===== src/rtl/mipi_frame_packer_pkg.sv =====
// mipi_frame_packer_pkg: frame geometry and capture FSM states shared by the
// packer, the display-side unpacker and the framebuffer RAM sizing.
package mipi_frame_packer_pkg;
   localparam int H_ACTIVE       = 640;
   localparam int V_ACTIVE       = 480;
   localparam int WORDS_PER_LINE = H_ACTIVE / 4;
   localparam int FRAME_WORDS    = V_ACTIVE * WORDS_PER_LINE;
   localparam int ADDR_W         = $clog2(FRAME_WORDS);
   typedef enum logic [1:0] {IDLE, WAIT_LINE, ACTIVE_LINE} state_t;
endpackage


===== src/rtl/mipi_frame_packer_if.sv =====
// mipi_frame_packer_if: receiver byte stream in, framebuffer port-A write bus out.
interface mipi_frame_packer_if #(parameter int ADDR_W = mipi_frame_packer_pkg::ADDR_W);
   logic [7:0]        byte_in;
   logic              byte_valid;
   logic              frame_start;
   logic              line_start;
   logic              frame_end;
   logic [31:0]       data_o;
   logic [ADDR_W-1:0] adress_out;
   logic              we_o;
   modport master (output byte_in, byte_valid, frame_start, line_start, frame_end,
                   input data_o, adress_out, we_o);
   modport slave  (input byte_in, byte_valid, frame_start, line_start, frame_end,
                   output data_o, adress_out, we_o);
endinterface


===== src/rtl/mipi_frame_packer_byte_packer_4to1.sv =====
// mipi_frame_packer_byte_packer_4to1: gathers four bytes into a little-endian word;
// a byte arriving with clear is lane 0 of a fresh word.
module mipi_frame_packer_byte_packer_4to1 (
   input  logic        clk,
   input  logic        reset,
   input  logic        clear,
   input  logic        byte_valid,
   input  logic [7:0]  byte_in,
   output logic [31:0] word,
   output logic        word_valid
);
   logic [23:0] lanes;
   logic [1:0]  cnt;
   logic [1:0]  cnt_base;
   always_comb begin
      cnt_base   = clear ? 2'd0 : cnt;
      word_valid = byte_valid && cnt_base == 2'd3;
      word       = {byte_in, lanes};
   end
   // Bytes shift in from the top so after three of them lane 0 sits in [7:0].
   always_ff @(posedge clk or negedge reset) begin
      if (!reset) begin
         lanes <= '0;
         cnt   <= '0;
      end else if (byte_valid) begin
         lanes <= {byte_in, lanes[23:8]};
         cnt   <= cnt_base + 2'd1;
      end else if (clear) begin
         cnt <= '0;
      end
   end
endmodule


===== src/rtl/mipi_frame_packer.sv =====
// mipi_frame_packer: packs the armed frame's Bayer bytes into 32-bit words and
// writes them into the framebuffer, cropped to the active window.
module mipi_frame_packer #(
   parameter int H_ACTIVE = mipi_frame_packer_pkg::H_ACTIVE,
   parameter int V_ACTIVE = mipi_frame_packer_pkg::V_ACTIVE,
   parameter int ADDR_W   = mipi_frame_packer_pkg::ADDR_W
) (
   input  logic                clk,
   input  logic                reset,
   input  logic                capture_en,
   mipi_frame_packer_if.slave  bus,
   output logic                frame_done,
   output logic                sync_err,
   output logic [9:0]          line_idx
);
   import mipi_frame_packer_pkg::*;
   localparam int WPL  = H_ACTIVE / 4;
   localparam int WC_W = $clog2(WPL + 1);
   state_t            state;
   logic              drop;
   logic [WC_W-1:0]   word_cnt;
   logic              capturing;
   logic              last_line;
   logic              ls_ok;
   logic              clear;
   logic              accept;
   logic              word_valid;
   logic [31:0]       word;
   logic [ADDR_W-1:0] addr;
   // A line_start that opens a new line carries byte 0 of it; one past the last line is an overflow.
   always_comb begin
      capturing = state != IDLE;
      last_line = line_idx == 10'(V_ACTIVE - 1);
      ls_ok     = bus.line_start && !bus.frame_start && !bus.frame_end &&
                  (state == WAIT_LINE || (state == ACTIVE_LINE && !drop && !last_line));
      clear     = bus.frame_start || ls_ok;
      accept    = bus.byte_valid && !bus.frame_start &&
                  (ls_ok || (state == ACTIVE_LINE && !drop && !bus.line_start && word_cnt != WC_W'(WPL)));
      addr      = ADDR_W'(line_idx) * ADDR_W'(WPL) + ADDR_W'(word_cnt);
   end
   mipi_frame_packer_byte_packer_4to1 u_byte_packer_4to1 (
      .clk        (clk),
      .reset      (reset),
      .clear      (clear),
      .byte_valid (accept),
      .byte_in    (bus.byte_in),
      .word       (word),
      .word_valid (word_valid)
   );
   always_ff @(posedge clk or negedge reset) begin
      if (!reset) begin
         state          <= IDLE;
         drop           <= 1'b0;
         word_cnt       <= '0;
         line_idx       <= '0;
         sync_err       <= 1'b0;
         frame_done     <= 1'b0;
         bus.we_o       <= 1'b0;
         bus.data_o     <= '0;
         bus.adress_out <= '0;
      end else begin
         frame_done <= bus.frame_end && capturing && !bus.frame_start;
         bus.we_o   <= word_valid;
         if (word_valid) begin
            bus.data_o     <= word;
            bus.adress_out <= addr;
            word_cnt       <= word_cnt + 1'b1;
         end
         if (bus.frame_start) begin
            if (capturing) sync_err <= 1'b1;
            state    <= capture_en ? WAIT_LINE : IDLE;
            line_idx <= '0;
            drop     <= 1'b0;
         end else if (bus.frame_end && capturing) begin
            state <= IDLE;
         end else if (bus.line_start && state == ACTIVE_LINE && (drop || last_line)) begin
            sync_err <= 1'b1;
            drop     <= 1'b1;
         end else if (ls_ok) begin
            state    <= ACTIVE_LINE;
            word_cnt <= '0;
            if (state == ACTIVE_LINE) line_idx <= line_idx + 10'd1;
         end
      end
   end
endmodule

===== src/flat_wrapper.sv =====
// flat-port wrapper written by rule: the top's interface ports become plain ports
module mipi_frame_packer_flat import mipi_frame_packer_pkg::*;
#(
   parameter int H_ACTIVE = mipi_frame_packer_pkg::H_ACTIVE,
   parameter int V_ACTIVE = mipi_frame_packer_pkg::V_ACTIVE,
   parameter int ADDR_W   = mipi_frame_packer_pkg::ADDR_W
)
  (clk, reset, capture_en, frame_done, sync_err, line_idx, bus_byte_in, bus_byte_valid, bus_frame_start, bus_line_start, bus_frame_end, bus_data_o, bus_adress_out, bus_we_o);
  mipi_frame_packer_if #(.ADDR_W(ADDR_W)) bus_i ();
  input  logic clk;
  input  logic reset;
  input  logic capture_en;
  output logic frame_done;
  output logic sync_err;
  output logic [9:0] line_idx;
  input wire logic [$bits(bus_i.byte_in)-1:0] bus_byte_in;
  input wire logic [$bits(bus_i.byte_valid)-1:0] bus_byte_valid;
  input wire logic [$bits(bus_i.frame_start)-1:0] bus_frame_start;
  input wire logic [$bits(bus_i.line_start)-1:0] bus_line_start;
  input wire logic [$bits(bus_i.frame_end)-1:0] bus_frame_end;
  output wire logic [$bits(bus_i.data_o)-1:0] bus_data_o;
  output wire logic [$bits(bus_i.adress_out)-1:0] bus_adress_out;
  output wire logic [$bits(bus_i.we_o)-1:0] bus_we_o;
  assign bus_i.byte_in = bus_byte_in;
  assign bus_i.byte_valid = bus_byte_valid;
  assign bus_i.frame_start = bus_frame_start;
  assign bus_i.line_start = bus_line_start;
  assign bus_i.frame_end = bus_frame_end;
  assign bus_data_o = bus_i.data_o;
  assign bus_adress_out = bus_i.adress_out;
  assign bus_we_o = bus_i.we_o;
  mipi_frame_packer #(.H_ACTIVE(H_ACTIVE), .V_ACTIVE(V_ACTIVE), .ADDR_W(ADDR_W)) u_core (.clk(clk), .reset(reset), .capture_en(capture_en), .bus(bus_i), .frame_done(frame_done), .sync_err(sync_err), .line_idx(line_idx));
endmodule

===== config.mk =====
export PLATFORM = sky130hd
export DESIGN_NAME = mipi_frame_packer_flat
export DESIGN_NICKNAME = d
export VERILOG_FILES = /design/src/rtl/mipi_frame_packer_pkg.sv /design/src/rtl/mipi_frame_packer_if.sv /design/src/rtl/mipi_frame_packer_byte_packer_4to1.sv /design/src/rtl/mipi_frame_packer.sv /design/src/flat_wrapper.sv
export SDC_FILE = /design/constraint.sdc
export NUM_CORES = 1
export LEC_CHECK = 0
export CORE_ASPECT_RATIO = 1.4
export CORE_UTILIZATION = 58
export DETAILED_ROUTE_END_ITERATION = 8
export PLACE_DENSITY = 0.92
export RECOVER_POWER = 100
export REMOVE_ABC_BUFFERS = 1
export SYNTH_ARGS = -nofsm -noshare
export SYNTH_HDL_FRONTEND = slang
export SYNTH_SLANG_ARGS = --single-unit

===== constraint.sdc =====
create_clock -name clk -period 9.3 [get_ports clk]
set_clock_uncertainty 0.05 [all_clocks]
set_input_delay 1.86 -clock clk [delete_from_list [all_inputs] [get_ports clk]]
set_output_delay 1.86 -clock clk [all_outputs]
set_load 0.01 [all_outputs]

* After elaboration in Yosys (flattened, before gate mapping)
Cells that the tools add are included.
Word-level totals: logic and storage cells 79, register bits after elaboration 99
Operators by class: muxes and demuxes 22, multipliers 1, equality and inequality tests 9, reductions and logical operators 32, $add $sub $neg 4
Operators with widths (number):
- $mux W10 | 5
- $mux W8 | 5
- $add A17 B8 Y17 | 1
- $logic_and A1 B1 Y1 | 14
- $mul A10 B3 Y12 const B | 1
- $mux W2 | 6
- $add A10 B1 Y10 const B | 1
- $eq A10 B9 Y1 const B | 1
- $add A8 B1 Y8 const B | 1
- $ne A8 B8 Y1 const B | 1
- $reduce_bool A2 Y1 | 4
- $mux W1 | 6
- $logic_not A1 Y1 | 5
- $eq A2 B2 Y1 const B | 2
- $logic_or A1 B1 Y1 | 4
- $ne A2 B2 Y1 const B | 2
- $reduce_and A2 Y1 | 2
- $reduce_and A4 Y1 | 1
- $ne A3 B2 Y1 const B | 1
- $reduce_and A3 Y1 | 1
- $reduce_bool A3 Y1 | 1
- $add A2 B1 Y2 const B | 1
- $eq A2 B1 Y1 const B | 1
- $ne A2 B1 Y1 const B | 1

* Logic depth before layout (Yosys ltp)
word-level depth 14, gate-level depth with buffers 13

* Cells and area by module
Synthesis repeated with hierarchy kept, for this count alone.
Second synthesis, totals: cell total of the unflattened synthesis 385, area total of the unflattened synthesis 4867.2 µm²
Modules (own cells, without submodules):
- mipi_frame_packer | cells each 318, area an instance 3716.1 µm², times used 1, seq. area each 1826.8 µm²
- mipi_frame_packer_byte_packer_4to1 | cells each 67, area an instance 1151.1 µm², times used 1, seq. area each 650.6 µm²

* Worst setup path after synthesis
OpenSTA, ideal clock, no wires.
kind input to register, start point in bus_frame_start, end point reg u_core.bus.adress_out[5], arrival 3.694 ns, stages 10, setup slack 5.432 ns, buffers on the path 3, data required time 9.125 ns, path through nor3b_2 > o21a_1 > clkbuf_1 > nor3b_1 > ha_1 > nor2b_1 > nand3_2 > buf_6 > buf_6 > mux2_2
On the way: word-level cells in the longest chain between the ends 8, elaborated cells between the ends (all ways) 11
RTL lines:
- from (decl) | line flat_wrapper.sv:18 | input wire logic [$bits(bus_i.frame_start)-1:0] bus_frame_start;
- $logic_not A1 Y1 | line mipi_frame_packer.sv:34, mipi_frame_packer.sv:37
- $logic_and A1 B1 Y1 (3 in series) | line mipi_frame_packer.sv:34 | ls_ok = bus.line_start && !bus.frame_start && !bus.frame_end &&
- $logic_or A1 B1 Y1 | line mipi_frame_packer.sv:36 | clear = bus.frame_start || ls_ok;
- $mux W2 | line mipi_frame_packer_byte_packer_4to1.sv:16 | cnt_base = clear ? 2'd0 : cnt;
- $eq A2 B2 Y1 | line mipi_frame_packer_byte_packer_4to1.sv:17 | word_valid = byte_valid && cnt_base == 2'd3;
- $logic_and A1 B1 Y1 * | line mipi_frame_packer_byte_packer_4to1.sv:17
- to (signal assigned) | line mipi_frame_packer.sv:66 | bus.adress_out <= addr;
- to (decl) | line mipi_frame_packer_if.sv:14 | output data_o, adress_out, we_o);
Mark *: on every way between the ends. The rest lies on a longest branch, timed or not. A chain may end at the register's enable or synchronous reset.

==> flow_summary.yaml <==
drt:
  postRouteAntennaNets: 0
  vias_per_cell: 5.80
  avgRoutedWirePerCell_um: 16.4
  drt_iter0_drc: 215
  first_pass_iters: 4
  drc_errors: 0
  wl_um: 9450
  vias: 3339
die:
  die-height_um: 110
  die_x_um: 78.9
  fp-row-count: 38
  ioPinCount: 77
  die_area_mm2: 0.00866
  core_mm2: 0.00789
  initial_core_util_pct: 60.9
critical_path:
  r2r_cells: 12
  cp.arrival_ns: 5.64
  crit_path_start: "reset"
  endpoint_kind: "async pin"
  worstPathCellList: "clkbuf_1 -> clkbuf_1"
  critPathLaunchType: "input pin"
  crit_fanout: 51
  crit_end: "u_core.bus.data_o[7]"
  worstSetupPathType: "in2async"
  rrSetupSlack_ns: 5.38
  max_stage_delay_ns: 1.91
  cp_common_cell: "clkbuf_1"
  rr_endpoint: "u_core.word_cnt[0]"
  crit_family: "buffers and inverters"
  path_buf_inv: 2
  worstPathRequired_ns: 9.24
  cp.depth: 2
  r2r-start: "u_core.line_idx[0]"
  crit_slowest_cell: "clkbuf_1"
place:
  dp_cells: 560
  hpwlAfterDp_um: 6640
  dp_slack_ns: 3.61
  io_buffers: 76
  placed_cell_area_mm2: 0.00562
  gp_congestion: 0.841
power:
  powerDensity_mw_per_mm2: 132
  power.leakage_nw: 2.91
  vdd_drop_max_v: 0.000126
layout:
  drive_above_1_share_pct: 16.8
  stdcell_count: 576
  finalNetCount: 511
  areaGrowthSynthToFinish_pct: 20.2
  final_area_mm2: 0.00578
  antenna_cells: 0
clock_network:
  clk_pin_slew_ns: 0.09
  cts_setup_buffers: 0
  cts_buffer_depth: 2
  cts_hold_buf: 0
  clk-insertion-delay-late_ns: 0.38
  cts-buffers-inserted: 9
  clock_sinks: 99
  htreeDepth: 3
  cts_root_buf: "clkbuf_8"
  post_cts_resized: 0
  cts_tree: "yes"
grt:
  grt_first_pass_wirelength_um: 15900
  overflow: 0
  antenna_found_initial: 0
  grt_pass1_vias: 3365
  grt_max_degree: 68
  grtUsageTotal_pct: 24.3
timing:
  relSlewSlack_pct: -83.6
  setup_viol_count_final: 0
  holdWs_ns: 0.425
  layout_setup_ws_ns: 3.60
  tightest_slew_ns: 2.75
  finalMaxSlewViolations: 127
  fin_crit_sh_pct: 61.3
  fmax_mhz: 175
  hold_viol: 0
  grt_setup_unrepaired: "false"
  tns_ns: 0
  period_minus_slack_ns: 5.70
synth:
  syn_area_mm2: 0.00481
  syn_avg_cell_area_um2: 12.2
  synth-edff-count: 0
  synthCells: 395
  yosysTopAreaCell: "dfrtp_1"
  synth.area.top_cells: "dfrtp_1, mux2_2, ha_1"
  synth_top_area_share_pct: 51.5
  ys_warn_count: 0
  synth_top_flop_cell: "dfrtp_1"
  synth-seq-cells: 99
  ys_types: 54
  async_reset_ff_share_pct: 100
  ys_seq_area_share_pct: 51.5
outcome:
  status: "complete, but fails checks"
  violations: "capacitance limit, slew limit"
hold_path:
  hold_class: "reg2reg"
run:
  cap_viol_max_count: 3
==> sequential cells by signal, indices dropped and copies added, names as in the netlist <==
name                             cells
u_core.bus.adress_out               17
u_core.bus.data_o                   32
u_core.bus.we_o                      1
u_core.drop                          1
u_core.frame_done                    1
u_core.line_idx                     10
u_core.state                         2
u_core.sync_err                      1
u_core.u_byte_packer_4to1.cnt        2
u_core.u_byte_packer_4to1.lanes     24
u_core.word_cnt                      8
==> cells in the mapped netlist, drive strengths merged, types with 3 or more instances <==
library cell	number
o21ai	19
and2	5
or4	6
mux2i	3
ha	23
o31ai	6
or3	5
nand2b	3
nor3b	5
buf	7
nand2	36
xor2	13
a21oi	12
inv	8
o21a	7
nor2b	5
xnor2	7
dfrtp	99
clkbuf	6
nor2	19
nand4	10
nand3	5
mux2	57
==> metrics by stage <==
step | power [mW] | util, %
6_report | 0.764 | 73.2
5_1_grt | 0.794 | 73.2
4_1_cts | 0.773 | 73.7
3_5_place_dp | 0.507 | 71.2
3_3_place_gp | 0.503 | 71.2
2_1_floorplan | 0.482 | -
==> power breakdown <==
group	internal [mW]	switching, mW
Combinational	0.0196	0.0183
Clock	0.116	0.152
Sequential	0.447	0.0121
Total	0.582	0.182
==> routing by layer <==
metal  global-route usage [%]  part of all wire (%)  wire (um)  up-vias
met3                     3.98                   3.4        319       25
li1                         -                     -          -     1575
met2                     41.5                    53       4990       87
met4                     15.2                   3.5        327        0
met5                        0                     0          0        -
met1                     28.7                    40       3810     1652
==> how the worst min path moves through the flow <==
stage / slack [ns] / endpoint / start / cells past startpoint
5_1_grt: 0.45 / u_core.bus.adress_out[12] / u_core.bus.adress_out[12] / 2
6_report: 0.42 / u_core.sync_err / u_core.sync_err / 1
2_1_floorplan: 0.43 / u_core.u_byte_packer_4to1.lanes[0] / u_core.u_byte_packer_4to1.lanes[0] / 1
3_5_place_dp: 0.42 / u_core.sync_err / u_core.sync_err / 1
3_3_place_gp: 0.41 / u_core.bus.adress_out[15] / u_core.bus.adress_out[15] / 2
4_1_cts: 0.44 / u_core.sync_err / u_core.sync_err / 1
==> placed cells by master (no fill, tap or decap), types with 12 or more instances in the layout <==
master	n
xor2_1	13
o21ai_0	19
nand2_1	36
nor2_1	19
dlygate4sd3_1	64
dfrtp_1	99
a21oi_1	12
mux2_2	57
ha_1	23
==> cells by family (layout without fill, tap and decap cells) <==
family / count (synthesis) / count (layout) / synth area share, %
AOI/OAI and AO/OA: 59 / 59 / 8.64
xor gates and xnor gates: 20 / 20 / 3.64
adders and majority gates: 25 / 25 / 6.82
buffers and inverters: 22 / 103 / 2.53
DFF: 99 / 99 / 51.5
muxes: 60 / 60 / 14.0
and+or+nand+nor: 110 / 110 / 12.8
==> cell type report <==
type | count | area, um2
Clock inverter | 5 | 45.0
Multi-Input combinational cell | 274 | 2180
Fill cell | 546 | 2120
Tap cell | 100 | 125
Inverter | 9 | 33.8
Sequential cell | 99 | 2480
Timing Repair Buffer | 78 | 766
Clock buffer | 11 | 151
(Power assumes the default switching activity.)
==> patch 1 (same settings) <==
Encoding of `state_t`: now one-hot (3 bits for 3 states).
--- a/src/rtl/mipi_frame_packer_pkg.sv
+++ b/src/rtl/mipi_frame_packer_pkg.sv
@@ -6,6 +6,6 @@
    localparam int WORDS_PER_LINE = H_ACTIVE / 4;
    localparam int FRAME_WORDS    = V_ACTIVE * WORDS_PER_LINE;
    localparam int ADDR_W         = $clog2(FRAME_WORDS);
-   typedef enum logic [1:0] {IDLE, WAIT_LINE, ACTIVE_LINE} state_t;
+   typedef enum logic [2:0] {IDLE = 3'b001, WAIT_LINE = 3'b010, ACTIVE_LINE = 3'b100} state_t;
 endpackage
 
Formal check against the unedited RTL: same outputs for any inputs over 10 cycles, from zero or initial values and one cycle with reset low; not proved beyond that.
==> patch 1 against the unedited design <==
- the flow still finishes with violations (max-capacitance violations, max-slew violations)
- area after synthesis grew 0.21%
- worst setup slack worse by 1.2 ns
- cell count rose by 13%
- routed wire length rose by 8.7%
- total power up 13%
- design area up 2.2%
- sequential cell count is 1 higher
- critical endpoint is now u_core.word_cnt[0]$_DFF_PN0_
==> patch 1: results (changes against the unedited design) <==
| Metric | Value |
|---|---|
| HPWL after DPL | 7030 µm (+5.9%) |
| Mean Syn Cell Area | 10.1 µm² (-17%) |
| Final Instance Area | 5900 µm² (+2.2%) |
| Number of non-clock buffers | 77 (-1.3%) |
| Reg2Reg Setup Slack | 4.07 ns (-1.31 ns) |
| Crit path from | bus_frame_start |
| Final WL | 10300 µm (+8.7%) |
| Crit path to | u_core.word_cnt[0]$_DFF_PN0_ |
| Hold-critical path depth | 2 (+1) |
| Pleak | 3.08 nW (+5.9%) |
| Area taken by multi-input logic gates | 2160 µm² (-0.80%) |
| Die area | 8680 µm² (+0.20%) |
| DRT iter0 DRCs | 194 (-9.8%) |
| Drt wl/cell | 15.8 µm (-3.8%) |
| MaxCap Viol Count | 3 (unchanged) |
| # nets final | 586 (+15%) |
| Critical Path Fanout Max | 68 (+33%) |
| Total clock sinks | 100 (+1.0%) |
| Largest net degree at the start of global routing | 69 (+1.5%) |
| FILL cells | 577 (+5.7%) |
| NonClk Buf Share | 12.8% (-0.41 points) |
| Switching Share | 19.7% (-4.2 points) |
| Final Worst Setup Slack | 2.41 ns (-1.19 ns) |
| Placed instance area | 5620 µm² (about the same) |
| Worst Path Arrival | 7.02 ns (+1.38 ns) |
| First-pass GRT wire length | 17000 µm (+7.1%) |
| Max Slew Vio Count | 128 (+0.79%) |
| Root Driver | clkbuf_16 |
| Share of cells above drive strength 1 | 8.01% (-8.8 points) |
| Crit path max-delay cell type | o21ai_0 |
| Critical Path Max Stage Delay | 0.94 ns (-0.97 ns) |
| VDD IR max | 0.000188 V (+49%) |
| Non-clock inverters | 12 (+3) |
| HP Start | u_core.bus.data_o[4]$_DFFE_PN0N_ |
| Synth top cells by count | 136 x nand2_1, 99 x dfrtp_1, 29 x nor2_1 |
| Gpl congestion | 0.804 (-4.4%) |
| Layout clock buffer count | 12 (+1) |
| Total GRT Usage | 25.7% (+1.3 points) |
| Resized cells post-CTS | 0 (unchanged) |
| Status | finished with violations |
| Number of global-route vias before repair | 3741 (+11%) |
| Total number of vias | 3620 (+8.4%) |
| Area contributors post-synth | dfrtp_1 51%, nand2_1 11%, ha_1 6.0%, mux2_2 5.1%, xor2_1 3.3% |
| Count of cell types in the netlist | 53 (-1.9%) |
| Violated checks | max-capacitance violations, max-slew violations |
| Reg2Reg Launch Point | u_core.state[1]$_DFFE_PN0P_ |
| Clock-cell share of area | 5.20% (+1.8 points) |
| Multi-In Gates | 346 (+26%) |
| Post-CTS setup buffer count | 0 (unchanged) |
| Flip-flop and latch area | 2500 µm² (+1.1%) |
==> patch 1: power groups by stage <==
stage	clock, W	sequential (W)	combinational, W
after floorplan	0	0.000453	0.00000831
after global placement	0	0.000454	0.0000262
after detailed placement	0	0.000454	0.0000275
after CTS	0.000396	0.000446	0.0000277
after global routing	0.000414	0.000447	0.0000295
final	0.000389	0.000447	0.0000262
==> patch 1: cell families after synthesis <==
family | Yosys count | synth area share, %
mux | 24 | 5.61
buf+inv | 31 | 2.78
flops | 100 | 52.0
simple gates | 215 | 20.0
fa+ha+maj | 25 | 6.81
compound gates | 54 | 7.77
xor+xnor | 28 | 5.09
==> patch 1: routing by layer <==
metal	vias up	track usage (%)	wire, µm
met5	-	0	0
met4	0	9.74	167
met3	15	7.39	530
met2	92	45.8	5460
met1	1778	28.8	4110
li1	1735	-	-
==> patch 1: worst min-delay path, delay by kind of cell (launching register included) <==
| family | cells | cell delay [ns] |
|---|---|---|
| simple gates | 2 | 0.10 |
| flops | 1 | 0.34 |
==> patch 2 (same settings) <==
Without the edit above. `H_ACTIVE`: 640 -> 1280.
--- a/src/rtl/mipi_frame_packer_pkg.sv
+++ b/src/rtl/mipi_frame_packer_pkg.sv
@@ -1,7 +1,7 @@
 // mipi_frame_packer_pkg: frame geometry and capture FSM states shared by the
 // packer, the display-side unpacker and the framebuffer RAM sizing.
 package mipi_frame_packer_pkg;
-   localparam int H_ACTIVE       = 640;
+   localparam int H_ACTIVE       = 1280;
    localparam int V_ACTIVE       = 480;
    localparam int WORDS_PER_LINE = H_ACTIVE / 4;
    localparam int FRAME_WORDS    = V_ACTIVE * WORDS_PER_LINE;
Ports: changed (resized bus_adress_out); port bits go from 77 to 78. The function was not compared with the original's and may differ.
==> patch 2 against the unedited design <==
- the flow still finishes with violations (max-capacitance violations, max-slew violations)
- routed wire length increased by 17%
- total power increased by 16%
- critical path depth increased by 11
- design area increased by 3.7%
- sequential cell count increased by 2
- area after synthesis increased by 4.3%
- worst setup slack got worse by 0.64 ns
- worst hold slack got worse by 0.0059 ns
- critical path type is now input port to flop
==> patch 2: results (changes against the unedited design) <==
| Metric | Value |
|---|---|
| Status | finished with violations |
| Violated checks | max-capacitance violations, max-slew violations |
| Final WL | 11100 µm (+17%) |
| DRT iter0 DRCs | 259 (+20%) |
| Post-CTS setup buffer count | 0 (unchanged) |
| First-pass GRT wire length | 18400 µm (+16%) |
| Crit path max-delay cell type | inv_1 |
| Clock slew at reported path FFs | 0.07 ns (-0.02 ns) |
| Reg-to-reg endpoint | u_core.word_cnt[7]$_DFF_PN0_ |
| Seq/Total Area, Yosys | 50.4% (-1.1 points) |
| Total GRT Usage | 26.6% (+2.3 points) |
| Hold EP | u_core.bus.data_o[11]$_DFFE_PN0N_ |
| Largest regs | u_core.bus.data_o: 32 flops, u_core.u_byte_packer_4to1.lanes: 24 flops, u_core.bus.adress_out: 18 flops |
| Count of cell types in the netlist | 57 (+5.6%) |
| Critical Path Fanout Max | 57 (+12%) |
| Share of cells above drive strength 1 | 4.79% (-12 points) |
| Drt wl/cell | 16.7 µm (+1.6%) |
| Area contributors post-synth | dfrtp_1 50%, nand2_1 10%, mux2_4 6.0%, ha_1 5.7%, xor2_1 3.1% |
| Clk_lat worst skew | 0.34 ns (-0.04 ns) |
| # nets final | 599 (+17%) |
| Cell count of the worst reg-to-reg path | 14 (+2) |
| Synth top cells by count | 136 x nand2_1, 101 x dfrtp_1, 34 x nor2_1 |
| Hold-critical path depth | 2 (+1) |
| Pre-antenna DRT Iters | 5 (+1) |
| HPWL after DPL | 7340 µm (+10%) |
| Total number of vias | 3796 (+14%) |
| Root Driver | clkbuf_16 |
| MaxCap Viol Count | 2 (-1) |
| Critical Path Max Stage Delay | 1.23 ns (-0.68 ns) |
| Reg2Reg Launch Point | u_core.line_idx[1]$_DFFE_PN0P_ |
| Hold_ws | 0.419 ns (-0.00595 ns) |
| Net Switching | 0.000196 W (+7.3%) |
| HP Start | u_core.bus.data_o[11]$_DFFE_PN0N_ |
| VDD IR max | 0.000104 V (-17%) |
| Worst Path Arrival | 6.56 ns (+0.92 ns) |
| Hold Path Class | flop to flop |
| Placed instance area | 5800 µm² (+3.2%) |
| Slew headroom | -149% (-65 points) |
| Max Slew Vio Count | 127 (unchanged) |
| FILL cells | 541 (-0.92%) |
| Gpl congestion | 0.852 (+1.3%) |
| Largest net degree at the start of global routing | 74 (+8.8%) |
| Reg2Reg Setup Slack | 4.46 ns (-0.92 ns) |
| Number of global-route vias before repair | 3839 (+14%) |
| Port Buf Inserts | 77 (+1.3%) |
| CTS max path bufs | 2 (unchanged) |
| Pleak | 3.14 nW (+7.8%) |
| Mapped Cells | 487 (+23%) |
| Placed cell count | 650 (+16%) |
==> patch 2: cell types whose count changed after synthesis, moves of 6 or more <==
cell     before  now
mux2_4        0   20
nand2_1      35  136
buf_2         1   10
nor2_1       18   34
or4_1         6    0
nand3_1       4   12
mux2_2       57    5
==> patch 2: cells by family after synthesis <==
kind of cell | synth area share (%)
buffers and inverters | 3.32
XOR/XNOR | 4.72
AO/OA/AOI/OAI | 7.54
AND/OR/NAND/NOR | 19.9
flip-flops | 50.4
multiplexers | 7.54
adder cells (fa/ha/maj) | 6.54
==> patch 2: area by class of cell <==
cell class	count	area share [%]
flip-flops and latches	101	42.2
multi-input cells	358	37.0
repair buffers	80	13.0
clock buffers	12	4.12
well taps	102	2.13
clock inverters	4	0.920
inverters	9	0.564
==> patch 2: how the worst max path moves through the flow <==
stage                         start                             end  slack (ns)  cells past startpoint
global route                  reset  u_core.line_idx[5]$_DFFE_PN0P_        2.21                      2
finish              bus_frame_start    u_core.word_cnt[7]$_DFF_PN0_        2.96                     13
CTS                 bus_frame_start    u_core.word_cnt[6]$_DFF_PN0_        3.40                     13
detailed placement  bus_frame_start    u_core.word_cnt[3]$_DFF_PN0_        3.04                     13
floorplan            bus_line_start    u_core.word_cnt[7]$_DFF_PN0_        4.42                     11
global placement    bus_frame_start    u_core.word_cnt[6]$_DFF_PN0_        3.27                     13
==> patch 2: through the flow <==
step | setup slack (ns) | util [%] | power (W)
after floorplan | 4.42 | - | 0.000499
after global placement | 3.27 | 70.3 | 0.000520
after detailed placement | 3.04 | 70.3 | 0.000524
after CTS | 3.40 | 73.9 | 0.000905
after global routing | 2.21 | 72.6 | 0.000912
final | 2.96 | 72.6 | 0.000887
==> patch 2: per-layer routing <==
layer,wire (µm),vias up,global-route usage [%]
li1,-,1790,-
met3,433,19,4.67
met4,218,0,8.57
met1,4560,1879,32.5
met5,0,-,0
met2,5880,108,46.8
==> patch 2: critical path, delay by kind of cell <==
family	cells	cell delay, ns
AO/OA/AOI/OAI	2	0.46
adder cells (fa/ha/maj)	1	0.14
buffers and inverters	3	2.53
AND/OR/NAND/NOR	7	1.51
==> patch 2: power by group through the flow <==
stage / combinational [W] / clock (W) / sequential [W]
2_1_floorplan: 0.0000260 / 0 / 0.000473
3_5_place_dp: 0.0000464 / 0 / 0.000478
3_3_place_gp: 0.0000447 / 0 / 0.000475
6_report: 0.0000361 / 0.000380 / 0.000470
4_1_cts: 0.0000473 / 0.000387 / 0.000471
5_1_grt: 0.0000402 / 0.000400 / 0.000471
